===== src/rtl/sat_add_scheduler.sv =====
`default_nettype none
// ============================================================================
// Module   : sat_add_scheduler
// Purpose  : Round-robin arbiter sharing one saturating Q(I.F) adder between
//            N_REQ requesters, with a single-entry result register and a
//            saturation event counter.
// Revision : 1.0
// ============================================================================
module sat_add_scheduler #(
    parameter  int I     = 16,
    parameter  int F     = 16,
    parameter  int N_REQ = 4,
    localparam int W     = I + F,
    localparam int IDW   = (N_REQ > 1) ? $clog2(N_REQ) : 1
) (
    input  logic                      clk_i,
    input  logic                      rst_ni,
    input  logic [N_REQ-1:0]          req_valid_i,
    input  logic [N_REQ-1:0][W-1:0]   req_a_i,
    input  logic [N_REQ-1:0][W-1:0]   req_b_i,
    output logic [N_REQ-1:0]          req_ready_o,
    output logic                      rsp_valid_o,
    output logic [W-1:0]              rsp_data_o,
    output logic [IDW-1:0]            rsp_id_o,
    output logic                      rsp_sat_o,
    input  logic                      rsp_ready_i,
    input  logic                      sat_clr_i,
    output logic [15:0]               sat_cnt_o
);

    localparam logic [IDW:0]   c_NREQ = (IDW + 1)'(N_REQ);
    localparam logic [IDW-1:0] c_LAST = IDW'(N_REQ - 1);
    localparam logic [W-1:0]   c_MAX  = {1'b0, {(W - 1){1'b1}}};
    localparam logic [W-1:0]   c_MIN  = {1'b1, {(W - 1){1'b0}}};

    logic              r_valid;
    logic [W-1:0]      r_data;
    logic [IDW-1:0]    r_id;
    logic              r_sat;
    logic [IDW-1:0]    r_ptr;
    logic [15:0]       r_cnt;

    logic              w_slot_free;
    logic              w_found;
    logic              w_take;
    logic [IDW:0]      w_idx;
    logic [IDW-1:0]    w_gidx;
    logic [W-1:0]      w_a;
    logic [W-1:0]      w_b;
    logic [W-1:0]      w_sum;
    logic              w_ovf;
    logic              w_unf;
    logic              w_clamp;
    logic [W-1:0]      w_res;
    logic [IDW-1:0]    w_ptr_next;

    // Rotating priority search: candidate index wraps back to 0 past N_REQ-1.
    always_comb begin
        w_found = 1'b0;
        w_gidx  = '0;
        w_idx   = '0;
        for (int off = 0; off < N_REQ; off++) begin
            w_idx = {1'b0, r_ptr} + (IDW + 1)'(off);
            if (w_idx >= c_NREQ) begin
                w_idx = w_idx - c_NREQ;
            end
            if (!w_found && req_valid_i[w_idx[IDW-1:0]]) begin
                w_found = 1'b1;
                w_gidx  = w_idx[IDW-1:0];
            end
        end
    end

    // rst_ni gates the grant so no handshake is advertised while in reset.
    assign w_slot_free = !r_valid || rsp_ready_i;
    assign w_take      = rst_ni && w_slot_free && w_found;

    always_comb begin
        req_ready_o = '0;
        for (int k = 0; k < N_REQ; k++) begin
            if (w_take && (w_gidx == IDW'(k))) begin
                req_ready_o[k] = 1'b1;
            end
        end
    end

    assign w_a     = req_a_i[w_gidx];
    assign w_b     = req_b_i[w_gidx];
    assign w_sum   = w_a + w_b;
    assign w_ovf   = !w_a[W-1] && !w_b[W-1] &&  w_sum[W-1];
    assign w_unf   =  w_a[W-1] &&  w_b[W-1] && !w_sum[W-1];
    assign w_clamp = w_ovf || w_unf;
    assign w_res   = w_ovf ? c_MAX : (w_unf ? c_MIN : w_sum);

    assign w_ptr_next = (w_gidx == c_LAST) ? '0 : w_gidx + 1'b1;

    always_ff @(posedge clk_i or negedge rst_ni) begin
        if (!rst_ni) begin
            r_valid <= 1'b0;
            r_data  <= '0;
            r_id    <= '0;
            r_sat   <= 1'b0;
            r_ptr   <= '0;
        end else if (w_take) begin
            r_valid <= 1'b1;
            r_data  <= w_res;
            r_id    <= w_gidx;
            r_sat   <= w_clamp;
            r_ptr   <= w_ptr_next;
        end else if (rsp_ready_i) begin
            // Drained with nothing new: payload is kept, only valid drops.
            r_valid <= 1'b0;
        end
    end

    always_ff @(posedge clk_i or negedge rst_ni) begin
        if (!rst_ni) begin
            r_cnt <= '0;
        end else if (sat_clr_i) begin
            r_cnt <= '0;
        end else if (w_take && w_clamp && (r_cnt != 16'hFFFF)) begin
            r_cnt <= r_cnt + 16'd1;
        end
    end

    assign rsp_valid_o = r_valid;
    assign rsp_data_o  = r_data;
    assign rsp_id_o    = r_id;
    assign rsp_sat_o   = r_sat;
    assign sat_cnt_o   = r_cnt;

endmodule
`default_nettype wire


===== config.mk =====
export PLATFORM = sky130hd
export DESIGN_NAME = sat_add_scheduler
export DESIGN_NICKNAME = d
export VERILOG_FILES = /design/src/rtl/sat_add_scheduler.sv
export SDC_FILE = /design/constraint.sdc
export NUM_CORES = 1
export LEC_CHECK = 0
export CAP_MARGIN = 10
export CORE_ASPECT_RATIO = 0.8
export CORE_MARGIN = 4
export CORE_UTILIZATION = 42
export CTS_BUF_LIST = sky130_fd_sc_hd__clkbuf_16
export DETAILED_ROUTE_END_ITERATION = 12
export GPL_TIMING_DRIVEN = 1
export HOLD_SLACK_MARGIN = 0.15
export PLACE_DENSITY = 0.83
export SETUP_SLACK_MARGIN = 0.05
export SLEW_MARGIN = 20
export SYNTH_ARGS = -nofsm -noshare
export SYNTH_HDL_FRONTEND = slang
export SYNTH_SLANG_ARGS = --single-unit

===== constraint.sdc =====
create_clock -name clk_i -period 5.85 [get_ports clk_i]
set_input_delay 0.585 -clock clk_i [delete_from_list [all_inputs] [get_ports clk_i]]
set_output_delay 0.585 -clock clk_i [all_outputs]
set_load 0.005 [all_outputs]

[Yosys cells after proc, flatten, opt, wreduce, memory -nomap -nowiden]
Cells that the tools add are included.
Operators by class
  reductions and logical operators: 27
  equality and inequality tests: 4
  multiplexer cells: 35
  add/sub/neg operators: 10
  $lt $le $gt $ge: 9
Operators with widths (count)
  binary-select mux 32 bit (select 2 bit): 2
  2-to-1 mux 32 bit: 4
  adder 32 bit: 1
  2-to-1 mux 16 bit: 2
  2-to-1 mux 2 bit: 9
  adder 16 x 1 -> 16 bit, second input constant: 1
  inequality test 16 bit, second input constant: 1
  logical AND 1 bit: 15
  less-than comparator 2 x 3 -> 1 bit, second input constant: 5
  2-to-1 mux 1 bit: 14
  greater-or-equal comparator 3 bit, second input constant: 3
  binary-select mux 1 bit (select 2 bit): 4
  subtractor 2 x 1 -> 2 bit, second input constant: 4
  zero test 1 bit: 7
  adder 2 x 2 -> 3 bit, second input constant: 2
  equality test 2 bit, second input constant: 2
  nonzero test 2 bit: 2
  adder 2 x 1 -> 3 bit, second input constant: 1
  greater-or-equal comparator 2 x 3 -> 1 bit, second input constant: 1
  adder 2 x 1 -> 2 bit, second input constant: 1
  equality test 2 x 1 -> 1 bit, second input constant: 1
  zero test 2 bit: 1
  logical OR 1 bit: 2
Storage, ports and cells
  register bits: 54
  bits of input ports: 264

[Logic depth before layout (Yosys ltp)]
Gate-level depths: netlist of the first run.
  word-level depth: 24
  depth in mapped cells: 23

[Worst setup path before layout of the first run]
OpenSTA, ideal clock, no wires.
  path type: in2reg
  start: input port req_valid_i[2]
  end: register r_cnt[2], in the netlist sat_cnt_o[2]
  path buffers: 5
  stages on the path: 23
  data required time: 5.725 ns
  slack: 1.227 ns
  arrival: 4.498 ns
  cells stage by stage: nand2b_1 > a21oi_1 > a31oi_1 > and2_1 > clkbuf_1 > inv_1 > clkbuf_1 > clkbuf_1 > nand2_1 > and3_1 > a31oi_1 > ha_1 > buf_6 > a21oi_2 > o21ai_1 > a31oi_1 > nand4_1 > o211a_4 > o31ai_4 > a21o_1 > buf_6 > nor2_1 > mux2_4
On the way
  cells in the longest elaborated chain, start to end: 21
  elaborated cells on any way between the ends: 39
  those cells by class: 1 x add/sub; 20 x mux; 18 x reduce/logical
RTL lines
  start: declaration: RTL line 18  | input logic [N_REQ-1:0] req_valid_i,
  binary-select mux 1 bit (select 2 bit): RTL line 67  | if (!w_found && req_valid_i[w_idx[IDW-1:0]]) begin
  2-to-1 mux 1 bit (not written as such): RTL line 67
  2-to-1 mux 1 bit: RTL line 67
  zero test 1 bit: RTL line 67
  logical AND 1 bit: RTL line 67
  2-to-1 mux 1 bit: RTL line 67
  zero test 1 bit: RTL line 67
  logical AND 1 bit: RTL line 67
  (+4 left out)
  binary-select mux 32 bit (select 2 bit), on equally long branches: RTL line 87, 88
  2-to-1 mux 32 bit, on equally long branches: RTL line 87, 88
  adder 32 bit or zero test 1 bit (tied branches): RTL line 89, 90
  zero test 1 bit or logical AND 1 bit (tied branches): RTL line 91, 90
  logical AND 1 bit, on equally long branches: RTL line 91, 90
  logical OR 1 bit: RTL line 92  | assign w_clamp = w_ovf || w_unf;
  logical AND 1 bit (*) (2 in a row): RTL line 121  | end else if (w_take && w_clamp && (r_cnt != 16'hFFFF)) begin
  nonzero test 2 bit (no source line) (*)
  end signal: assignment: RTL line 122  | r_cnt <= r_cnt + 16'd1;
  end: declaration: RTL line 41  | logic [15:0] r_cnt;
Every way passes the cells marked *; elsewhere a longest branch is shown, timed or not. The select of a mux whose other input is x is not followed.
A chain may end at the register's enable or synchronous reset.

[Final worst setup path of the first run]
  start: input port req_valid_i[2]
  end: register r_cnt[11], in the netlist sat_cnt_o[11]
Same word-level chain as after synthesis.

==> out/qor.csv, run 1 <==
stage,metric,value,unit
run_status,status,"complete, no violations",
final_layout,drive_gt1_share,3.984,%
routing,vias_per_cell,5.543,
worst_setup_path,worst_path_arrival,5.31,ns
routing,route.detailed.wl_per_inst,16.49,microns
final_layout,syn2layout_area_growth,53.84,%
timing,max_freq,195.7,MHz
place,postPlaceCellArea,9728,sq um
yosys,syn-cell-area,6419,sq um
power,post-layout-total-power,5.176,mW
floorplanning,fp.dieW,146.2,microns
routing,dr_total_vias,7866,
final_layout,final_cell_area,9874,sq um
clock_network,clock_tree_from_tritoncts,built,
yosys,synth_largest_type_area_fraction,21.05,%
yosys,netlist_instances,957,
routing,drt-initial-drc-count,517,
timing,setup_tns,0,ns
clock_network,htreeDepth,2,
yosys,yosys.area_share.adder,7.719,%
routing,first_pass_iters,5,
clock_network,ctsLongestPathBuffers,2,
timing,skew,0.005704,ns
power,worst_ir_drop_vdd,0.0002529,V
floorplanning,dieArea,17340,sq um
global_route,global_route.usage.total,25.60,%
floorplanning,boundaryPins,320,
clock_network,post-cts-setup-buffer-count,0,
flow_run,max_cap_violations,0,
yosys,syn-mean-instance-area,6.707,sq um
clock_network,cts_buffers,5,
routing,drtAntennaViolNets,0,
yosys,synth_enable_flop_cells,0,
power,leakagePower,4.299,nW
final_layout,nets,1532,
timing,worst_case_headroom_to_the_max_slew_limit,36.50,%
global_route,grt_start_max_net_pins,73,
final_layout,sequential_cell_area,1351,sq um
routing,remaining_drc_errors,0,
yosys,simple_gate_share_of_the_synthesized_area,33.47,%
place,portBuffers,319,
clock_network,post_cts_hold_buffer_count,0,
yosys,synth.distinct_cells,61,
floorplanning,initial_utilization,42.75,%
clock_network,clock_latency,0.29,ns
final_layout,multi_input_area,4707,sq um
worst_hold_path,worstHoldPathType,in -> async,
worst_setup_path,reg2reg_to,rsp_data_o[28],
yosys,post_synth_main_area_contributors,"sky130_fd_sc_hd__dfrtp_1, sky130_fd_sc_hd__nand2_1, sky130_fd_sc_hd__ha_1, sky130_fd_sc_hd__a31oi_1, sky130_fd_sc_hd__and3_1",
timing,final_hold_vios,0,
power,power.density_cell_area,524.1,nW/um^2
worst_setup_path,reg2reg_from,r_ptr[1],
floorplanning,core_area,15010,sq um
worst_setup_path,critPathRequiredTime,6.05,ns
yosys,synth_seq_area_share,21.05,%
worst_setup_path,timing_worst_setup_path_type,in -> reg,
final_layout,n_diodes,0,
yosys,synthesis.yosys.warnings,0,
worst_setup_path,worst_case_register_to_register_setup_slack,1.03,ns
global_route,grt_first_pass_wirelength,37430,microns
worst_setup_path,critical_path.endpoint_type,register,
global_route,antenna_found_initial,0,
floorplanning,row_count,40,
timing,post-route-min-period,5.109,ns
worst_setup_path,startpoint_class,primary input,
worst_setup_path,worstSetupEndpoint,sat_cnt_o[11],
timing,min_period_over_period,87.33,%
worst_setup_path,crit_path_max_fanout,45,
timing,worst-slew-pin-transition,0.9525,ns
yosys,postSynth.asyncResetShare,100.0,%
global_route,via_count_of_the_first_global_routing_pass,7649,
yosys,fraction_of_synthesized_cell_area_in_xor_and_xnor_cells,4.094,%
timing,setup_viols_final,0,
yosys,synth.mux.area_fraction,2.651,%
yosys,synth-main-ff-cell,sky130_fd_sc_hd__dfrtp_1,
place,hpwlAfterDp,18590,microns
yosys,synth_top_area_cell,sky130_fd_sc_hd__dfrtp_1,
place,globalplace.congestion,0.9597,
routing,total_wire_length_after_detailed_routing,23400,microns
yosys,syn_nets,1260,
yosys,synth-seq-cells,54,
global_route,gr-total-overflow,0,
clock_network,cts.reportedPaths.clkPinSlew,0.07,ns
final_layout,filler_cell_count,1362,
yosys,compound_gate_fraction_of_synth_area,25.30,%
timing,rsz0062_at_grt,no,
timing,final_report_max_slew_violation_count,0,
worst_setup_path,setup.worst_path.start,req_valid_i[2],
clock_network,clock_tree.root_cell,sky130_fd_sc_hd__clkbuf_16,
yosys,synth_top_family_by_area,simple AND/OR/NAND/NOR gates,
clock_network,numClockSinks,54,
clock_network,cts.repair.resized,0,
worst_setup_path,worstRegToRegCells,20,
floorplanning,dieHeight,118.6,microns
metrics by stage:
stage | instances | hold WS [ns] | utilization [%] | setup WS (ns)
2_1_floorplan | 957 | 0.2894 | - | 1.227
3_5_place_dp | 1411 | 0.4697 | 64.79 | 0.4812
4_1_cts | 1419 | 0.4555 | 65.77 | 0.7801
5_1_grt | 1419 | 0.4942 | 65.77 | 0.3760
6_report | 1419 | 0.4239 | 65.77 | 0.7414
3_3_place_gp | 1411 | 0.4625 | 64.79 | 0.5432
area by class of cell:
class	instances	area share (%)
clock buffer	5	1.267
clock inverter	3	0.2154
inverter	20	0.7856
multi-input combinational	815	47.67
sequential	54	13.68
tap	189	2.395
timing repair buffer	333	33.98
sequential cells by signal, indices dropped and copies added, names as in the netlist:
signal,count
rsp_data_o,32
sat_cnt_o,16
r_ptr,2
rsp_id_o,2
rsp_sat_o,1
rsp_valid_o,1
cells in the mapped netlist, drive strengths merged, types with 5 or more instances:
cell type and number:
and3 66, o21ai 43, nand4 11, a21o 16
xnor2 22, or4 6, inv 20, o211ai 7
ha 38, dfrtp 54, buf 12, a31oi 71
nand3 7, o21bai 5, nand2b 6, clkbuf 56
o31ai 13, o21a 5, mux2i 11, xor2 8
nand2 307, mux2 5, and2 5, nor2 48
a21oi 69, a211oi 12
layout by cell type (no fill, tap or decap), drive strengths merged, types with 6 or more instances in the layout:
cell type      netlist  layout
a211oi              12      12
a21o                16      16
a21oi               69      69
a31oi               71      71
and3                66      66
buf                 12      15
clkdlybuf4s50        0     318
dfrtp               54      54
ha                  38      38
inv                 20      20
mux2i               11      11
nand2              307     307
nand2b               6       6
nand3                7       7
nand4               11      11
nor2                48      48
o211ai               7       7
o21ai               43      43
o31ai               13      13
or4                  6       6
xnor2               22      22
xor2                 8       8
cell families after synthesis:
logic type	after synthesis
AOI/OAI and AO/OA	255
muxes	16
xor gates and xnor gates	30
DFF	54
adders and majority gates	39
buffers and inverters	88
and+or+nand+nor	475
where the power goes:
group	total, mW	leakage (nW)	internal (mW)	switching [mW]
combinational	4.29	3.55	1.85	2.44
sequential	0.592	0.679	0.509	0.0832
clock	0.293	0.0714	0.159	0.134
total	5.18	4.30	2.52	2.66
worst max-delay path: stages:
cell	delay, ns
sky130_fd_sc_hd__clkdlybuf4s50_1	0.54
sky130_fd_sc_hd__nand2b_1	0.07
sky130_fd_sc_hd__a21oi_1	0.14
sky130_fd_sc_hd__a31oi_1	0.05
sky130_fd_sc_hd__and2_4	0.19
sky130_fd_sc_hd__inv_4	0.23
sky130_fd_sc_hd__buf_12	0.25
sky130_fd_sc_hd__nand2_1	0.07
sky130_fd_sc_hd__and3_1	0.16
sky130_fd_sc_hd__a31oi_1	0.16
sky130_fd_sc_hd__ha_1	0.38
sky130_fd_sc_hd__a21oi_1	0.32
sky130_fd_sc_hd__o21ai_0	0.19
sky130_fd_sc_hd__nand2_1	0.10
sky130_fd_sc_hd__nand4_1	0.22
sky130_fd_sc_hd__or4_4	0.50
sky130_fd_sc_hd__nand4_2	0.12
sky130_fd_sc_hd__buf_4	0.33
sky130_fd_sc_hd__a211oi_1	0.12
sky130_fd_sc_hd__buf_4	0.19
sky130_fd_sc_hd__a31o_2	0.24
sky130_fd_sc_hd__a21oi_1	0.13
routing by layer:
| metal | track usage (%) | wire length [microns] |
|---|---|---|
| met5 | 0 | 0 |
| met4 | 5.112 | 303 |
| met3 | 5.366 | 1837 |
| met2 | 45.50 | 11600 |
| met1 | 32.13 | 9659 |
how the worst min path moves through the flow:
| stage | startpoint | end | slack (ns) | depth (start not counted) |
|---|---|---|---|---|
| 2_1_floorplan | rst_ni | r_ptr[0] | 0.29 | 0 |
| 3_3_place_gp | rsp_data_o[2] | rsp_data_o[2] | 0.46 | 2 |
| 3_5_place_dp | rsp_data_o[0] | rsp_data_o[0] | 0.47 | 2 |
| 4_1_cts | rst_ni | sat_cnt_o[14] | 0.46 | 2 |
| 5_1_grt | rst_ni | sat_cnt_o[15] | 0.49 | 2 |
| 6_report | rst_ni | rsp_data_o[31] | 0.42 | 2 |
Power figures use the tool's default switching activity.
==> inputs of run 2 (changes only) <==
--- a/config.mk
+++ b/config.mk
@@ -15,7 +15,8 @@
 export HOLD_SLACK_MARGIN = 0.15
 export PLACE_DENSITY = 0.83
 export SETUP_SLACK_MARGIN = 0.05
-export SLEW_MARGIN = 20
+export SKIP_CTS_REPAIR_TIMING = 1
+export SLEW_MARGIN = 5
 export SYNTH_ARGS = -nofsm -noshare
 export SYNTH_HDL_FRONTEND = slang
 export SYNTH_SLANG_ARGS = --single-unit
==> results of run 2 <==
The final DEF is identical to that of run 1; final timing and power are the same.
==> inputs of run 3 (changes only) <==
--- a/config.mk
+++ b/config.mk
@@ -13,7 +13,7 @@
 export DETAILED_ROUTE_END_ITERATION = 12
 export GPL_TIMING_DRIVEN = 1
 export HOLD_SLACK_MARGIN = 0.15
-export PLACE_DENSITY = 0.83
+export PLACE_DENSITY = 0.89
 export SETUP_SLACK_MARGIN = 0.05
 export SKIP_CTS_REPAIR_TIMING = 1
 export SLEW_MARGIN = 5
==> run 3 against run 2 <==
Compared with the run above: clock skew rose by 0.0034 ns; clock-buffer cell count did not move; first-iteration DRC count rose by 10%; power rose by 0.27%; global-route usage rose by 0.25 points; critical path type unchanged.
==> out/qor.csv, run 3 (synthesis gave the netlist of run 1 again) <==
stage,metric,value,unit,change
worst_setup_path,critical_path_cell_by_cell,clkdlybuf4s50_1 > nand2b_1 > a21oi_1 > a31oi_1 > and2_4 > inv_4 > buf_4 > nand2_1 > and3_1 > a31oi_1 > ha_1 > inv_1 > fa_1 > nor2b_1 > o211ai_1 > a211oi_1 > a211oi_1 > a21boi_0 > o22ai_1 > o41ai_1 > xnor2_1 > o31ai_1,,
floorplanning,dieArea,17340,sq um,unchanged
floorplanning,core_area,15010,sq um,unchanged
worst_setup_path,critical_path.endpoint_type,register,,
worst_setup_path,crit_path_max_fanout,15,,-67%
floorplanning,initial_utilization,42.75,%,unchanged
routing,drtAntennaViolNets,0,,unchanged
floorplanning,boundaryPins,320,,unchanged
worst_setup_path,timing.critical_path.slowest_cell_delay,0.53,ns,about the same
clock_network,clock_tree_from_tritoncts,built,,
routing,first_pass_iters,5,,unchanged
clock_network,clock_tree.root_cell,sky130_fd_sc_hd__clkbuf_16,,
floorplanning,row_count,40,,unchanged
global_route,global_route.usage.total,25.85,%,+0.25 points
routing,remaining_drc_errors,0,,unchanged
global_route,gr-total-overflow,0,,unchanged
timing,min_period_over_period,87.85,%,+0.52 points
run_status,status,"complete, no violations",,
routing,drt-initial-drc-count,569,,+10%
clock_network,cts_buffers,5,,unchanged
final_layout,filler_cell_count,1307,,-4.0%
worst_setup_path,worst-path-buf-inv,4,,-1
final_layout,n_diodes,0,,unchanged
clock_network,cts.reportedPaths.clkPinSlew,0.07,ns,about the same
timing,setup_tns,0,ns,unchanged
routing,dr_total_vias,7920,,+0.69%
final_layout,largest_reg_flops,32,,unchanged
global_route,grt_start_max_net_pins,70,,-4.1%
timing,final_hold_vios,0,,unchanged
global_route,antenna_found_initial,0,,unchanged
worst_setup_path,worst_path_arrival,5.33,ns,+0.02 ns
floorplanning,dieHeight,118.6,microns,unchanged
worst_setup_path,critPathRequiredTime,6.04,ns,about the same
global_route,via_count_of_the_first_global_routing_pass,7832,,+2.4%
routing,total_wire_length_after_detailed_routing,23510,microns,+0.46%
floorplanning,fp.dieW,146.2,microns,unchanged
worst_setup_path,slowest_cell_on_the_critical_path,sky130_fd_sc_hd__clkdlybuf4s50_1,,
routing,vias_per_cell,5.566,,+0.40%
final_layout,final_cell_count_no_fill,1423,,+0.28%
final_layout,syn2layout_area_growth,54.13,%,
power,worst_ir_drop_vdd,0.0002356,V,-6.8%
final_layout,mostFrequentLayoutCell,sky130_fd_sc_hd__clkdlybuf4s50_1,,
timing,max_freq,194.6,MHz,-0.59%
worst_hold_path,worstHoldPathType,in -> async,,
place,globalplace.congestion,0.9398,,-2.1%
place,hpwlAfterDp,18890,microns,+1.6%
power,leakagePower,4.308,nW,+0.21%
clock_network,htreeDepth,2,,unchanged
clock_network,ctsLongestPathBuffers,2,,unchanged
place,place_inst,1416,,+0.35%
timing,worst-slew-pin-transition,0.7924,ns,-0.1601 ns
final_layout,drive_gt1_share,4.376,%,+0.39 points
power,post-layout-total-power,5.190,mW,+0.27%
final_layout,nets,1537,,+0.33%
flow_run,max_cap_violations,0,,unchanged
timing,skew,0.009078,ns,+0.003374 ns
timing,post-route-min-period,5.139,ns,+0.03056 ns
timing,setup_viols_final,0,,unchanged
place,portBuffers,319,,unchanged
timing,final_report_max_slew_violation_count,0,,unchanged
clock_network,clock_latency,0.29,ns,about the same
timing,worst_case_headroom_to_the_max_slew_limit,47.17,%,+11 points
clock_network,numClockSinks,54,,unchanged
timing,rsz0062_at_grt,no,,
final_layout,most-common-layout-cells,"sky130_fd_sc_hd__clkdlybuf4s50_1, sky130_fd_sc_hd__nand2_1, sky130_fd_sc_hd__a31oi_1",,
global_route,grt_first_pass_wirelength,37940,microns,+1.4%
routing,route.detailed.wl_per_inst,16.52,microns,+0.18%
worst_setup_path,startpoint_class,primary input,,
power,power.density_cell_area,524.6,nW/um^2,about the same
worst_setup_path,worst_path_dominant_cell_family,compound AO/OA/AOI/OAI gates,,
final_layout,layout.core_utilization,65.89,%,+0.12 points
worst_setup_path,timing_worst_setup_path_type,in -> reg,,
==> run 3: cell types whose count changed in the layout (fill, tap and decap cells not counted) <==
cell,previous run,this run
sky130_fd_sc_hd__clkinv_1,1,0
sky130_fd_sc_hd__buf_4,9,15
sky130_fd_sc_hd__buf_12,5,4
sky130_fd_sc_hd__clkinvlp_4,0,2
sky130_fd_sc_hd__clkinv_4,2,0
==> run 3: stage by stage <==
| stage | area [sq um] | setup slack (ns) | hold slack, ns |
|---|---|---|---|
| floorplan | 6419 | 1.227 | 0.2894 |
| global placement | 9753 | 0.5994 | 0.4629 |
| finish | 9893 | 0.7109 | 0.4234 |
| global route | 9893 | 0.3301 | 0.4912 |
| CTS | 9893 | 0.7775 | 0.4590 |
| detailed placement | 9753 | 0.4969 | 0.4708 |
==> run 3: worst paths after layout <==
path / endpoint / cells after the start / from / slack [ns]
worst max-delay path: rsp_data_o[28] / 22 / req_valid_i[2] / 0.71
worst min-delay path: sat_cnt_o[12] / 2 / rst_ni / 0.42
worst max register to register: rsp_data_o[28] / 21 / r_ptr[1] / 1.01
worst min register to register: rsp_data_o[13] / 2 / rsp_data_o[13] / 0.48
max in group asynchronous: r_ptr[0] / 2 / rst_ni / 4.97
min in group clk_i: rsp_data_o[13] / 2 / rsp_data_o[13] / 0.48
==> run 3: power breakdown <==
part           internal (mW)  switching [mW]
combinational           1.85            2.46
clock                  0.156           0.133
sequential             0.508          0.0773
total                   2.52            2.67
==> run 3: area by class of cell <==
type	count	area, sq um	area share, %
clock buffer	5	125.1	1.265
clock inverter	2	15.01	0.1518
inverter	20	77.57	0.7841
multi-input combinational	815	4707	47.58
sequential	54	1351	13.66
tap	189	236.5	2.390
timing repair buffer	338	3381	34.17
==> run 3: routing by layer <==
metal / wire length, microns / track usage (%) / vias up
met5: 0 / 0 / -
met1: 10020 / 32.85 / 3646
met2: 11430 / 46.05 / 318
li1: - / - / 3921
met3: 1644 / 4.906 / 35
met4: 414 / 4.700 / 0
